===== src/rtl/fpfma_pkg.sv =====
// Shared FMA datapath package: width constants and a constant-foldable clog2.
// Consumers: lza_pipe, lza_penc.
package fpfma_pkg;

    localparam int unsigned SIG_WIDTH = 23;
    // Aligned-addend width feeding the leading-zero anticipator.
    localparam int unsigned LZA_WIDTH = 2 * (SIG_WIDTH + 1) + 2;

    // Ceiling log2, usable in parameter defaults.
    function automatic int unsigned clog2(input int unsigned n);
        int unsigned r;
        r = 0;
        for (int unsigned v = 1; v < n; v = v << 1) begin
            r = r + 1;
        end
        return r;
    endfunction

endpackage


===== src/rtl/lza_penc.sv =====
// Combinational priority encoder: index of the highest set bit of i_vec,
// built as a log-depth binary tree over the vector zero-padded to 2**CNT_W.
// Ports:
//   i_vec  [WIDTH]  input vector (caller guarantees at least one set bit)
//   o_pos  [CNT_W]  index of the highest set bit
module lza_penc
    import fpfma_pkg::*;
#(
    parameter int unsigned WIDTH = LZA_WIDTH,
    parameter int unsigned CNT_W = clog2(WIDTH)
) (
    input  logic [WIDTH-1:0] i_vec,
    output logic [CNT_W-1:0] o_pos
);

    localparam int unsigned P = 32'd1 << CNT_W;

    logic [P-1:0]     w_vld [CNT_W+1];
    logic [CNT_W-1:0] w_idx [CNT_W+1][P];

    // Each level merges node pairs; the upper child wins and contributes bit l.
    always_comb begin
        for (int l = 0; l <= int'(CNT_W); l++) begin
            w_vld[l] = '0;
            for (int k = 0; k < int'(P); k++) begin
                w_idx[l][k] = '0;
            end
        end
        w_vld[0] = P'(i_vec);
        for (int l = 0; l < int'(CNT_W); l++) begin
            for (int k = 0; k < int'(P >> (l + 1)); k++) begin
                w_vld[l+1][k] = w_vld[l][2*k+1] | w_vld[l][2*k];
                w_idx[l+1][k] = w_vld[l][2*k+1] ? (w_idx[l][2*k+1] | CNT_W'(32'd1 << l))
                                                : w_idx[l][2*k];
            end
        end
    end

    assign o_pos = w_idx[CNT_W][0];

endmodule


===== src/rtl/lza_pipe.sv =====
// Two-stage pipelined leading-zero anticipator for the FMA normalisation path.
// S1 registers the G/T/Z indicator vector f; S2 priority-encodes it into a
// normalisation shift count. Valid/ready handshake on both sides.
// Optional macro LZA_PIPE_CORRECT_EN adds an adder in S1 and a one-bit
// correction in S2 so ld_count is exact; without it ld_count may be one high.
// Ports:
//   clk, rst_n            clock, asynchronous active-low reset
//   in_valid / in_ready   operand handshake
//   op_a, op_b [WIDTH]    aligned two's-complement addends
//   out_valid / out_ready result handshake
//   ld_count [CNT_W]      normalisation shift amount
//   no_ind                f[WIDTH-1:1] was all zero
//   corr                  correction applied (0 when the feature is off)
module lza_pipe
    import fpfma_pkg::*;
#(
    parameter int unsigned WIDTH = LZA_WIDTH,
    parameter int unsigned CNT_W = clog2(WIDTH)
) (
    input  logic             clk,
    input  logic             rst_n,
    input  logic             in_valid,
    output logic             in_ready,
    input  logic [WIDTH-1:0] op_a,
    input  logic [WIDTH-1:0] op_b,
    output logic             out_valid,
    input  logic             out_ready,
    output logic [CNT_W-1:0] ld_count,
    output logic             no_ind,
    output logic             corr
);

    logic [WIDTH-1:0] w_g, w_t, w_z, w_f;
    logic             w_adv2;
    logic             r_s1_valid;
    logic [WIDTH-1:0] r_f;
    logic [CNT_W-1:0] w_pos, w_raw, w_cnt;
    logic             w_no_ind, w_corr;
    logic             r_out_valid;
    logic [CNT_W-1:0] r_ld_count;
    logic             r_no_ind, r_corr;

    assign w_g = op_a & op_b;
    assign w_t = op_a ^ op_b;
    assign w_z = ~op_a & ~op_b;

    // Indicator vector; f[0] is a sentinel so the encoder always finds a bit.
    always_comb begin
        w_f = '0;
        w_f[WIDTH-1] = ~w_t[WIDTH-1] & w_t[WIDTH-2];
        for (int j = int'(WIDTH) - 2; j >= 1; j--) begin
            w_f[j] = (w_t[j+1] & ((w_g[j] & ~w_z[j-1]) | (w_z[j] & ~w_g[j-1])))
                   | (~w_t[j+1] & ((w_z[j] & ~w_z[j-1]) | (w_g[j] & ~w_g[j-1])));
        end
        w_f[0] = 1'b1;
    end

    // S2 frees when empty or draining; S1 accepts when empty or S2 frees.
    assign w_adv2   = ~r_out_valid | out_ready;
    assign in_ready = ~r_s1_valid | w_adv2;

    // S1: indicator register.
    always_ff @(posedge clk or negedge rst_n) begin
        if (!rst_n) begin
            r_s1_valid <= 1'b0;
            r_f        <= '0;
        end else if (in_ready) begin
            r_s1_valid <= in_valid;
            if (in_valid) begin
                r_f <= w_f;
            end
        end
    end

    lza_penc #(
        .WIDTH (WIDTH),
        .CNT_W (CNT_W)
    ) u_penc (
        .i_vec (r_f),
        .o_pos (w_pos)
    );

    assign w_raw    = CNT_W'(WIDTH - 1) - w_pos;
    assign w_no_ind = (w_pos == '0);

`ifdef LZA_PIPE_CORRECT_EN
    logic [WIDTH-1:0] r_sum;

    // S1: true sum, used to detect the one-position overshoot.
    always_ff @(posedge clk or negedge rst_n) begin
        if (!rst_n) begin
            r_sum <= '0;
        end else if (in_ready && in_valid) begin
            r_sum <= op_a + op_b;
        end
    end

    // Bit at pos already differs from the sign: the anticipator overshot by one.
    assign w_corr = (w_raw != '0) && (r_sum[w_pos] != r_sum[WIDTH-1]);
    assign w_cnt  = w_corr ? (w_raw - CNT_W'(1)) : w_raw;
`else
    assign w_corr = 1'b0;
    assign w_cnt  = w_raw;
`endif

    // S2: result register, held while stalled.
    always_ff @(posedge clk or negedge rst_n) begin
        if (!rst_n) begin
            r_out_valid <= 1'b0;
            r_ld_count  <= '0;
            r_no_ind    <= 1'b0;
            r_corr      <= 1'b0;
        end else if (w_adv2) begin
            r_out_valid <= r_s1_valid;
            if (r_s1_valid) begin
                r_ld_count <= w_cnt;
                r_no_ind   <= w_no_ind;
                r_corr     <= w_corr;
            end
        end
    end

    assign out_valid = r_out_valid;
    assign ld_count  = r_ld_count;
    assign no_ind    = r_no_ind;
    assign corr      = r_corr;

endmodule


===== config.mk =====
export PLATFORM = sky130hd
export DESIGN_NAME = lza_pipe
export DESIGN_NICKNAME = d
export VERILOG_FILES = /design/src/rtl/fpfma_pkg.sv /design/src/rtl/lza_penc.sv /design/src/rtl/lza_pipe.sv
export SDC_FILE = /design/constraint.sdc
export NUM_CORES = 1
export LEC_CHECK = 0
export BUFFER_PORTS_ARGS = -buffer_cell sky130_fd_sc_hd__buf_2
export CORE_AREA = 8 8 108 110
export DETAILED_ROUTE_END_ITERATION = 8
export DIE_AREA = 0 0 116 118
export PLACE_DENSITY_LB_ADDON = 0.12
export SLEW_MARGIN = 10
export SYNTH_ARGS = -nofsm -noshare
export SYNTH_HDL_FRONTEND = slang
export SYNTH_SLANG_ARGS = --single-unit

===== constraint.sdc =====
create_clock -name clk -period 3 [get_ports clk]
set_input_delay 0.6 -clock clk [delete_from_list [all_inputs] [get_ports clk]]
set_output_delay 0.6 -clock clk [all_outputs]
set_load 0.1 [all_outputs]

==> results of run 1 <==
[cells by family after synthesis]
group / after synthesis
XOR/XNOR: 4
AND/OR/NAND/NOR: 102
flip-flops: 58
AO/OA/AOI/OAI: 151
adder cells (fa/ha/maj): 95
other: 1
buffers and inverters: 118
multiplexers: 91
[per-layer routing]
layer	vias up	GRT usage, %	part of all wire, %
met5	-	0	0
met4	0	3.89	1.1
met3	11	3.59	4.3
met2	84	29.2	50
met1	2196	20.2	45
li1	2415	-	-
[synthesized netlist by cell type, types with 2 or more instances]
cell / n
sky130_fd_sc_hd__or4_4: 2
sky130_fd_sc_hd__o22a_1: 2
sky130_fd_sc_hd__a21oi_1: 27
sky130_fd_sc_hd__mux2_2: 2
sky130_fd_sc_hd__a221oi_1: 12
sky130_fd_sc_hd__a22oi_1: 34
sky130_fd_sc_hd__o21ai_0: 47
sky130_fd_sc_hd__dfrtp_1: 58
sky130_fd_sc_hd__a31oi_1: 3
sky130_fd_sc_hd__mux2i_1: 89
sky130_fd_sc_hd__o21ai_1: 2
sky130_fd_sc_hd__nor2_1: 23
sky130_fd_sc_hd__xor2_1: 2
sky130_fd_sc_hd__o31ai_1: 5
sky130_fd_sc_hd__ha_1: 95
sky130_fd_sc_hd__inv_1: 106
sky130_fd_sc_hd__nand3_1: 2
sky130_fd_sc_hd__xnor2_1: 2
sky130_fd_sc_hd__or4_1: 4
sky130_fd_sc_hd__o21bai_1: 2
sky130_fd_sc_hd__o31a_1: 3
sky130_fd_sc_hd__o41ai_1: 2
sky130_fd_sc_hd__nor4_1: 7
sky130_fd_sc_hd__nand2_1: 50
sky130_fd_sc_hd__clkbuf_1: 9
sky130_fd_sc_hd__nand2b_1: 4
[through the flow]
stage | power [mW] | hold slack, ns | util, % | instances
after floorplan | 1.93 | 0.304 | - | 620
after global placement | 2.21 | 0.464 | 62.5 | 860
after detailed placement | 2.25 | 0.475 | 62.5 | 860
after CTS | 2.87 | 0.296 | 64.2 | 875
after global routing | 3.05 | 0.311 | 64.2 | 875
final | 2.85 | 0.281 | 64.2 | 875
[state kept, by name, summed over array words and instances (netlist names)]
register	cells
r_s1_valid	1
r_f	49
out_valid	1
ld_count	6
no_ind	1
[worst min-delay path by stage]
stage,end,slack [ns],cells after the start
after CTS,r_s1_valid,0.30,1
after global placement,r_f[32],0.46,2
after global routing,r_s1_valid,0.31,1
after floorplan,ld_count[0],0.30,0
final,r_s1_valid,0.28,1
after detailed placement,ld_count[5],0.47,2
[layout make-up]
type / count / area share (%)
multi-input cells: 444 / 56.5
repair buffers: 116 / 9.39
well taps: 136 / 2.65
flip-flops and latches: 58 / 22.6
clock inverters: 3 / 0.234
clock buffers: 12 / 2.42
inverters: 106 / 6.19
[power breakdown]
part	total, mW	switching, mW	internal (mW)
Clock	0.621	0.285	0.336
Sequential	1.04	0.120	0.923
Combinational	1.19	0.747	0.440
Total	2.85	1.15	1.70
==> impl_metrics.env, run 1 <==
export IMPL_final_critical_path_setup_slack_ns=0.432
export IMPL_fin_nets=934
export IMPL_critPathBufInv=0
export IMPL_synth_edff_count=0
export IMPL_post_synth_fa_ha_maj_area_fraction_pct=21.5
export IMPL_library_cell_contributing_the_largest_single_delay_on_the_critical_path="sky130_fd_sc_hd__or4_4"
export IMPL_postSynth_asyncResetShare_pct=100
export IMPL_multi_input_comb_area_um2=3630
export IMPL_synth_distinct_cells=52
export IMPL_max_cap_viol_count=0
export IMPL_fin_worst_skew_ns=0.0116
export IMPL_synth_largest_area_cell="sky130_fd_sc_hd__dfrtp_1"
export IMPL_grt_max_degree=56
export IMPL_synthesis_nets=819
export IMPL_regToRegEndpoint="ld_count[5]"
export IMPL_synthesis_area_per_instance_um2=8.91
export IMPL_crit_path_start_kind="flop"
export IMPL_antenna_found_initial=0
export IMPL_finalCritPeriodShare_pct=85.6
export IMPL_ys_top_cells_by_area="sky130_fd_sc_hd__dfrtp_1, sky130_fd_sc_hd__ha_1, sky130_fd_sc_hd__mux2i_1"
export IMPL_wl_per_cell_um=13.0
export IMPL_yosysWarningCount=0
export IMPL_place_hpwl_um=9550
export IMPL_globalRoute_totalOverflow=0
export IMPL_placeable_core_area_um2=10000
export IMPL_layout_common_cells="sky130_fd_sc_hd__buf_2, sky130_fd_sc_hd__inv_1, sky130_fd_sc_hd__ha_1"
export IMPL_unrepaired_setup_endpoints_after_global_routing="no"
export IMPL_netlist_area_leader_share_pct=26.3
export IMPL_starting_density_of_the_core_pct=55.3
export IMPL_detailedPlace_worstSlack_ns=0.444
export IMPL_cts_root_buffer="sky130_fd_sc_hd__clkbuf_8"
export IMPL_ys_ff_latch=58
export IMPL_synth_compound_gate_area_share_pct=18.0
export IMPL_cp_required_ns=3.24
export IMPL_critical_path_arrival_ns=2.81
export IMPL_synth_top_family_by_area="adder cells"
export IMPL_setup_total_negative_slack_ns=0
export IMPL_synth_mux_area_fraction_pct=16.5
export IMPL_synth_xor_area_share_pct=0.634
export IMPL_timing_critical_path_to_type="flop"
export IMPL_route_antenna_remaining_nets=0
export IMPL_timing_hold_worst_class="in2async"
export IMPL_route_vias_total=4706
export IMPL_die_w_um=116
export IMPL_worst_path_largest_cell_delay_ns=0.59
export IMPL_cts_num_sinks=58
export IMPL_synth_simple_gate_area_share_pct=8.90
export IMPL_port_buffers=112
export IMPL_boundary_pin_count=114
export IMPL_final_routed_wirelength_across_all_metal_layers_um=11400
export IMPL_critical_path_top_delay_family="simple AND/OR/NAND/NOR gates"
export IMPL_fin_crit_ns=2.57
export IMPL_vdd_ir_drop_worst_mv=0.309
export IMPL_postPlaceCellArea_um2=6250
export IMPL_die_height_um=118
export IMPL_final_layout_size_suffix_gt1_share_pct=19.6
export IMPL_seq_area_frac_synth_pct=26.3
export IMPL_insertion_delay_ns=0.33
export IMPL_cts_hold_buf=0
export IMPL_outcome="finished clean"
export IMPL_first_pass_grt_wire_length_um=19400
export IMPL_antenna_cells=0
export IMPL_synth_cell_area_um2=5530
export IMPL_grt_total_usage_pct=16.7
export IMPL_final_design_area_excluding_fillers_um2=6420
export IMPL_register_area_um2=1450
export IMPL_timing_reg2reg_setup_slack_ns=0.43
export IMPL_post_synth_inst_count=620
export IMPL_maxClockFrequency_ghz=0.389
export IMPL_mostFrequentLayoutCell="sky130_fd_sc_hd__buf_2"
export IMPL_fp_dieArea_um2=13700
export IMPL_drv_slew=0
export IMPL_fp_row_count=37
export IMPL_via_count_of_the_first_global_routing_pass=4694
export IMPL_detail_route_first_pass_iterations=4
export IMPL_tritoncts_num_buffers=9
export IMPL_report_final_setup_viol=0
export IMPL_cts_root_to_sink_buffers=2
export IMPL_clk_pin_slew_ns=0.07
export IMPL_initial_drc_count=166
export IMPL_timing_slew_headroom_pct=58.1
export IMPL_worst_margin_slew_ns=0.629
export IMPL_worstSetupPathType="reg2reg"
export IMPL_register_to_register_path_depth=8
export IMPL_endpoint="ld_count[5]"
export IMPL_vias_per_cell=5.38
export IMPL_regToRegStartpoint="r_f[42]"
export IMPL_synth_ff_type="sky130_fd_sc_hd__dfrtp_1"
export IMPL_gp_congestion=0.856
export IMPL_worst_path_max_fanout=4
export IMPL_hold_viol_final=0
export IMPL_critical_path_depth=8
export IMPL_power_density_cell_area_nw_per_um2=444
export IMPL_syn_to_final_growth_pct=16.2
export IMPL_startpoint="r_f[42]"
export IMPL_drcViolationCount=0
export IMPL_post_cts_buffers=0
export IMPL_cts_htree_levels=3
export IMPL_fillerInstances=923
export IMPL_power_static_leakage_nw=3.54
export IMPL_cts_tree="yes"
export IMPL_cts_resized_gates=0
export IMPL_path_cells="or4_4 -> nor4_4 -> o2111ai_1 -> o221ai_2 -> ha_1 -> a21oi_1 -> o22a_1 -> o21ai_0"
(Power assumes the default switching activity.)
==> inputs of run 2 (changes only) <==
CORE_AREA = 8 8 127 129   (was 8 8 108 110)
DIE_AREA = 0 0 135 137   (was 0 0 116 118)
==> impl_metrics.env, run 2 (synthesis gave the netlist of run 1 again) <==
export IMPL_clk_pin_slew_ns=0.05
export IMPL_initial_drc_count=179
export IMPL_power_static_leakage_nw=3.61
export IMPL_die_height_um=137
export IMPL_power_switching_share_pct=35.6
export IMPL_gp_congestion=0.822
export IMPL_outcome="finished clean"
export IMPL_fin_nets=933
export IMPL_fp_dieArea_um2=18500
export IMPL_post_cts_buffers=0
export IMPL_cts_htree_levels=3
export IMPL_fillerInstances=1439
export IMPL_tritoncts_num_buffers=9
export IMPL_route_vias_total=4663
export IMPL_worst_margin_slew_ns=0.577
export IMPL_final_layout_size_suffix_gt1_share_pct=19.6
export IMPL_setup_total_negative_slack_ns=0
export IMPL_fin_hold_ws_ns=0.257
export IMPL_vdd_ir_drop_worst_mv=0.281
export IMPL_finalCritPeriodShare_pct=85.4
export IMPL_starting_density_of_the_core_pct=38.9
export IMPL_drcViolationCount=0
export IMPL_final_routed_wirelength_across_all_metal_layers_um=11800
export IMPL_hold_viol_final=0
export IMPL_layout_common_cells="sky130_fd_sc_hd__buf_2, sky130_fd_sc_hd__inv_1, sky130_fd_sc_hd__ha_1"
export IMPL_antenna_cells=0
export IMPL_cts_root_buffer="sky130_fd_sc_hd__clkbuf_16"
export IMPL_globalRoute_totalOverflow=0
export IMPL_placeable_core_area_um2=14200
export IMPL_fin_crit_ns=2.56
export IMPL_power_combinational_fraction_pct=35.3
export IMPL_boundary_pin_count=114
export IMPL_unrepaired_setup_endpoints_after_global_routing="no"
export IMPL_worst_path_max_fanout=4
export IMPL_regMostFlops="r_f"
export IMPL_route_antenna_remaining_nets=0
export IMPL_largest_register_ff_count=49
export IMPL_vias_per_cell=5.05
export IMPL_timing_critical_path_to_type="flop"
export IMPL_drv_slew=0
export IMPL_first_pass_grt_wire_length_um=20100
export IMPL_insertion_delay_ns=0.32
export IMPL_p_int_mw=2.17
export IMPL_maxClockFrequency_ghz=0.390
export IMPL_max_cap_viol_count=0
export IMPL_report_final_setup_viol=0
export IMPL_wl_per_cell_um=12.8
export IMPL_worstSetupPathType="reg2reg"
export IMPL_fin_worst_skew_ns=0.00269
export IMPL_power_density_cell_area_nw_per_um2=507
export IMPL_power_share_sequential_pct=30.9
export IMPL_fp_row_count=44
export IMPL_cts_hold_buf=0
export IMPL_die_w_um=135
export IMPL_critical_path_arrival_ns=2.80
export IMPL_grt_max_degree=56
export IMPL_timing_hold_worst_class="in2async"
export IMPL_via_count_of_the_first_global_routing_pass=4746
export IMPL_cts_num_sinks=58
export IMPL_place_hpwl_um=9850
export IMPL_cts_root_to_sink_buffers=2
export IMPL_cp_required_ns=3.24
export IMPL_timing_slew_headroom_pct=61.4
export IMPL_syn_to_final_growth_pct=20.1
export IMPL_grt_total_usage_pct=12.8
export IMPL_p_sw_mw=1.20
export IMPL_cts_tree="yes"
export IMPL_cts_resized_gates=0
export IMPL_mostFrequentLayoutCell="sky130_fd_sc_hd__buf_2"
export IMPL_antenna_found_initial=0
export IMPL_crit_path_start_kind="flop"
export IMPL_power_share_clock_pct=33.8
export IMPL_port_buffers=112
export IMPL_detail_route_first_pass_iterations=4
run 2: changes by cell type in the layout (fill, tap and decap cells not counted):
cell                        change
sky130_fd_sc_hd__bufinv_16      +3
sky130_fd_sc_hd__buf_4          -1
sky130_fd_sc_hd__clkbuf_16      +9
sky130_fd_sc_hd__clkbuf_8      -11
run 2: power by group through the flow:
stage / clock, mW / sequential (mW) / combinational, mW
after floorplan: 0 / 1.28 / 0.657
after global placement: 0 / 1.04 / 1.19
after detailed placement: 0 / 1.05 / 1.20
after CTS: 1.16 / 1.04 / 1.21
after global routing: 1.19 / 1.07 / 1.32
final: 1.14 / 1.04 / 1.19
run 2: worst paths after layout:
path                             start  depth (start not counted)  slack (ns)           to
setup / recovery               r_f[47]                          8        0.44  ld_count[5]
hold / removal                   rst_n                          1        0.26      r_f[33]
setup reg to reg               r_f[47]                          8        0.44  ld_count[5]
hold reg to reg            ld_count[1]                          2        0.48  ld_count[1]
max in group asynchronous        rst_n                          2        1.87       no_ind
min in group clk           ld_count[1]                          2        0.48  ld_count[1]
run 2: critical path, stage by stage, from the launching register on:
cell	delay (ns)
sky130_fd_sc_hd__dfrtp_1	0.40
sky130_fd_sc_hd__or4_4	0.57
sky130_fd_sc_hd__nor4_4	0.44
sky130_fd_sc_hd__o2111ai_1	0.20
sky130_fd_sc_hd__o221ai_2	0.25
sky130_fd_sc_hd__ha_1	0.25
sky130_fd_sc_hd__a21oi_1	0.08
sky130_fd_sc_hd__o22a_1	0.17
sky130_fd_sc_hd__o21ai_0	0.13
run 2: through the flow:
stage	total power, mW	cell area (um^2)	utilization [%]	worst slack [ns]	cells
finish	3.37	6640	46.7	0.437	923
global route	3.57	6640	46.7	0.129	923
CTS	3.41	6640	46.7	0.414	923
detailed placement	2.25	6310	44.4	0.414	907
global placement	2.23	6310	44.4	0.510	907
floorplan	1.93	5530	-	0.157	620
run 2: layout make-up:
class,count,area [um^2],area share [%]
Clock inverter,6,105,1.58
Clock buffer,10,229,3.45
Tap cell,184,230,3.47
Sequential cell,58,1450,21.9
Timing Repair Buffer,115,596,8.97
Inverter,106,398,5.99
Multi-Input combinational cell,444,3630,54.7
run 2: per-layer routing:
metal  up-vias  global-route usage (%)  routed length [um]
li1       2417                       -                   -
met1      2162                    15.3                5470
met5         -                       0                   0
met4         0                    3.70                 112
met3        11                    2.72                 555
met2        73                    22.7                5700
==> inputs of run 3 (changes only) <==
PLACE_DENSITY_LB_ADDON = unset   (was 0.12)
==> impl_metrics.env, run 3 (synthesis gave the netlist of run 1 again) <==
export IMPL_timing_critical_path_to_type="flop"
export IMPL_timing_hold_worst_class="in2async"
export IMPL_postPlaceCellArea_um2=6300
export IMPL_die_w_um=135
export IMPL_drcViolationCount=0
export IMPL_drv_slew=0
export IMPL_finalCritPeriodShare_pct=84.0
export IMPL_clk_pin_slew_ns=0.05
export IMPL_power_static_leakage_nw=3.58
export IMPL_worst_path_max_fanout=4
export IMPL_worstSetupPathType="reg2reg"
export IMPL_grt_max_degree=63
export IMPL_critical_path_arrival_ns=2.76
export IMPL_unrepaired_setup_endpoints_after_global_routing="no"
export IMPL_p_int_mw=1.95
export IMPL_startpoint="r_f[47]"
export IMPL_fillerInstances=1432
export IMPL_routed_wl_met3_um=662
export IMPL_crit_path_start_kind="flop"
export IMPL_largest_register_ff_count=49
export IMPL_cp_required_ns=3.24
export IMPL_cts_htree_levels=3
export IMPL_detail_route_first_pass_iterations=4
export IMPL_layout_common_cells="sky130_fd_sc_hd__buf_2, sky130_fd_sc_hd__inv_1, sky130_fd_sc_hd__ha_1"
export IMPL_outcome="finished clean"
export IMPL_hold_viol_final=0
export IMPL_boundary_pin_count=114
export IMPL_power_switching_share_pct=38.0
export IMPL_tritoncts_num_buffers=9
export IMPL_grt_total_usage_pct=13.1
export IMPL_fin_crit_ns=2.52
export IMPL_wl_per_cell_um=13.1
export IMPL_setup_total_negative_slack_ns=0
export IMPL_route_vias_total=4668
export IMPL_met2_wirelength_um=5760
export IMPL_initial_drc_count=155
export IMPL_cts_root_to_sink_buffers=2
export IMPL_route_antenna_remaining_nets=0
export IMPL_power_density_cell_area_nw_per_um2=480
export IMPL_placeable_core_area_um2=14200
export IMPL_top_layer="met4"
export IMPL_vias_per_cell=5.07
export IMPL_fp_row_count=44
export IMPL_report_final_setup_viol=0
export IMPL_regToRegStartpoint="r_f[47]"
export IMPL_mostFrequentLayoutCell="sky130_fd_sc_hd__buf_2"
export IMPL_fin_worst_skew_ns=0.00365
export IMPL_power_combinational_fraction_pct=37.8
export IMPL_final_critical_path_setup_slack_ns=0.479
export IMPL_fin_nets=932
export IMPL_fin_hold_ws_ns=0.365
export IMPL_fp_dieArea_um2=18500
export IMPL_post_cts_buffers=0
export IMPL_cts_tree="yes"
export IMPL_p_total_mw=3.15
export IMPL_endpoint="ld_count[5]"
export IMPL_place_hpwl_um=10100
export IMPL_globalRoute_totalOverflow=0
export IMPL_worst_margin_slew_ns=0.789
export IMPL_final_design_area_excluding_fillers_um2=6570
export IMPL_detailedPlace_worstSlack_ns=0.456
export IMPL_timing_reg2reg_setup_slack_ns=0.48
export IMPL_port_buffers=112
export IMPL_cts_num_sinks=58
export IMPL_register_to_register_path_depth=8
export IMPL_first_pass_grt_wire_length_um=20300
export IMPL_starting_density_of_the_core_pct=38.9
export IMPL_antenna_cells=0
export IMPL_power_share_sequential_pct=33.0
export IMPL_syn_to_final_growth_pct=18.9
export IMPL_antenna_found_initial=0
export IMPL_maxClockFrequency_ghz=0.397
export IMPL_final_layout_size_suffix_gt1_share_pct=19.4
export IMPL_vdd_ir_drop_worst_mv=0.334
export IMPL_via_count_of_the_first_global_routing_pass=4771
export IMPL_cts_root_buffer="sky130_fd_sc_hd__clkbuf_16"
export IMPL_final_routed_wirelength_across_all_metal_layers_um=12000
export IMPL_max_cap_viol_count=0
export IMPL_timing_slew_headroom_pct=47.4
export IMPL_insertion_delay_ns=0.32
export IMPL_regMostFlops="r_f"
export IMPL_gp_congestion=0.810
export IMPL_cts_resized_gates=0
export IMPL_power_share_clock_pct=29.2
export IMPL_p_sw_mw=1.20
export IMPL_cts_hold_buf=0
export IMPL_regToRegEndpoint="ld_count[5]"
export IMPL_route_layer_met1_wl_um=5490
export IMPL_die_height_um=137
## run 3: changes by cell type in the layout (fill, tap and decap cells not counted)
cell                        change
sky130_fd_sc_hd__bufinv_16      -3
sky130_fd_sc_hd__clkbuf_8       +2
sky130_fd_sc_hd__buf_4          -1
## run 3: layout make-up
type / count / area (um^2) / share of cell area, %
clock buffer: 12 / 256 / 3.90
clock inverter: 3 / 15.0 / 0.229
inverter: 106 / 398 / 6.06
multi-input combinational: 444 / 3630 / 55.2
sequential: 58 / 1450 / 22.1
tap: 184 / 230 / 3.50
timing repair buffer: 114 / 588 / 8.95
## run 3: worst min path at each step
stage,from,endpoint,slack [ns],cells after the start
after global routing,rst_n,r_f[40],0.42,1
after detailed placement,r_f[1],r_f[1],0.47,1
after floorplan,rst_n,ld_count[0],0.30,0
final,rst_n,r_f[32],0.37,1
after CTS,rst_n,r_f[40],0.38,1
after global placement,ld_count[0],ld_count[0],0.46,2
## run 3: metal layers
layer  vias to the layer above  GRT usage [%]
met1                      2161           15.5
li1                       2411              -
met2                        85           22.8
met5                         -              0
met3                        11           3.74
met4                         0           3.45
## run 3: power by group through the flow
| stage | registers [mW] | clock network [mW] | logic [mW] |
|---|---|---|---|
| 6_report | 1.04 | 0.920 | 1.19 |
| 2_1_floorplan | 1.28 | 0 | 0.657 |
| 3_3_place_gp | 1.04 | 0 | 1.19 |
| 4_1_cts | 1.04 | 0.946 | 1.21 |
| 5_1_grt | 1.06 | 0.984 | 1.32 |
| 3_5_place_dp | 1.05 | 0 | 1.20 |
## run 3: critical path, stage by stage (launching register included)
cell                      delay, ns
sky130_fd_sc_hd__dfrtp_1       0.40
sky130_fd_sc_hd__or4_4         0.56
sky130_fd_sc_hd__nor4_4        0.42
sky130_fd_sc_hd__nand2_2       0.16
sky130_fd_sc_hd__o31ai_4       0.30
sky130_fd_sc_hd__ha_1          0.23
sky130_fd_sc_hd__a21oi_1       0.08
sky130_fd_sc_hd__o22a_1        0.16
sky130_fd_sc_hd__o21ai_0       0.13
## run 3: metrics by stage
stage               cells  util, %
floorplan             620        -
detailed placement    906     44.3
global route          921     46.3
CTS                   921     46.3
global placement      906     44.3
finish                921     46.3
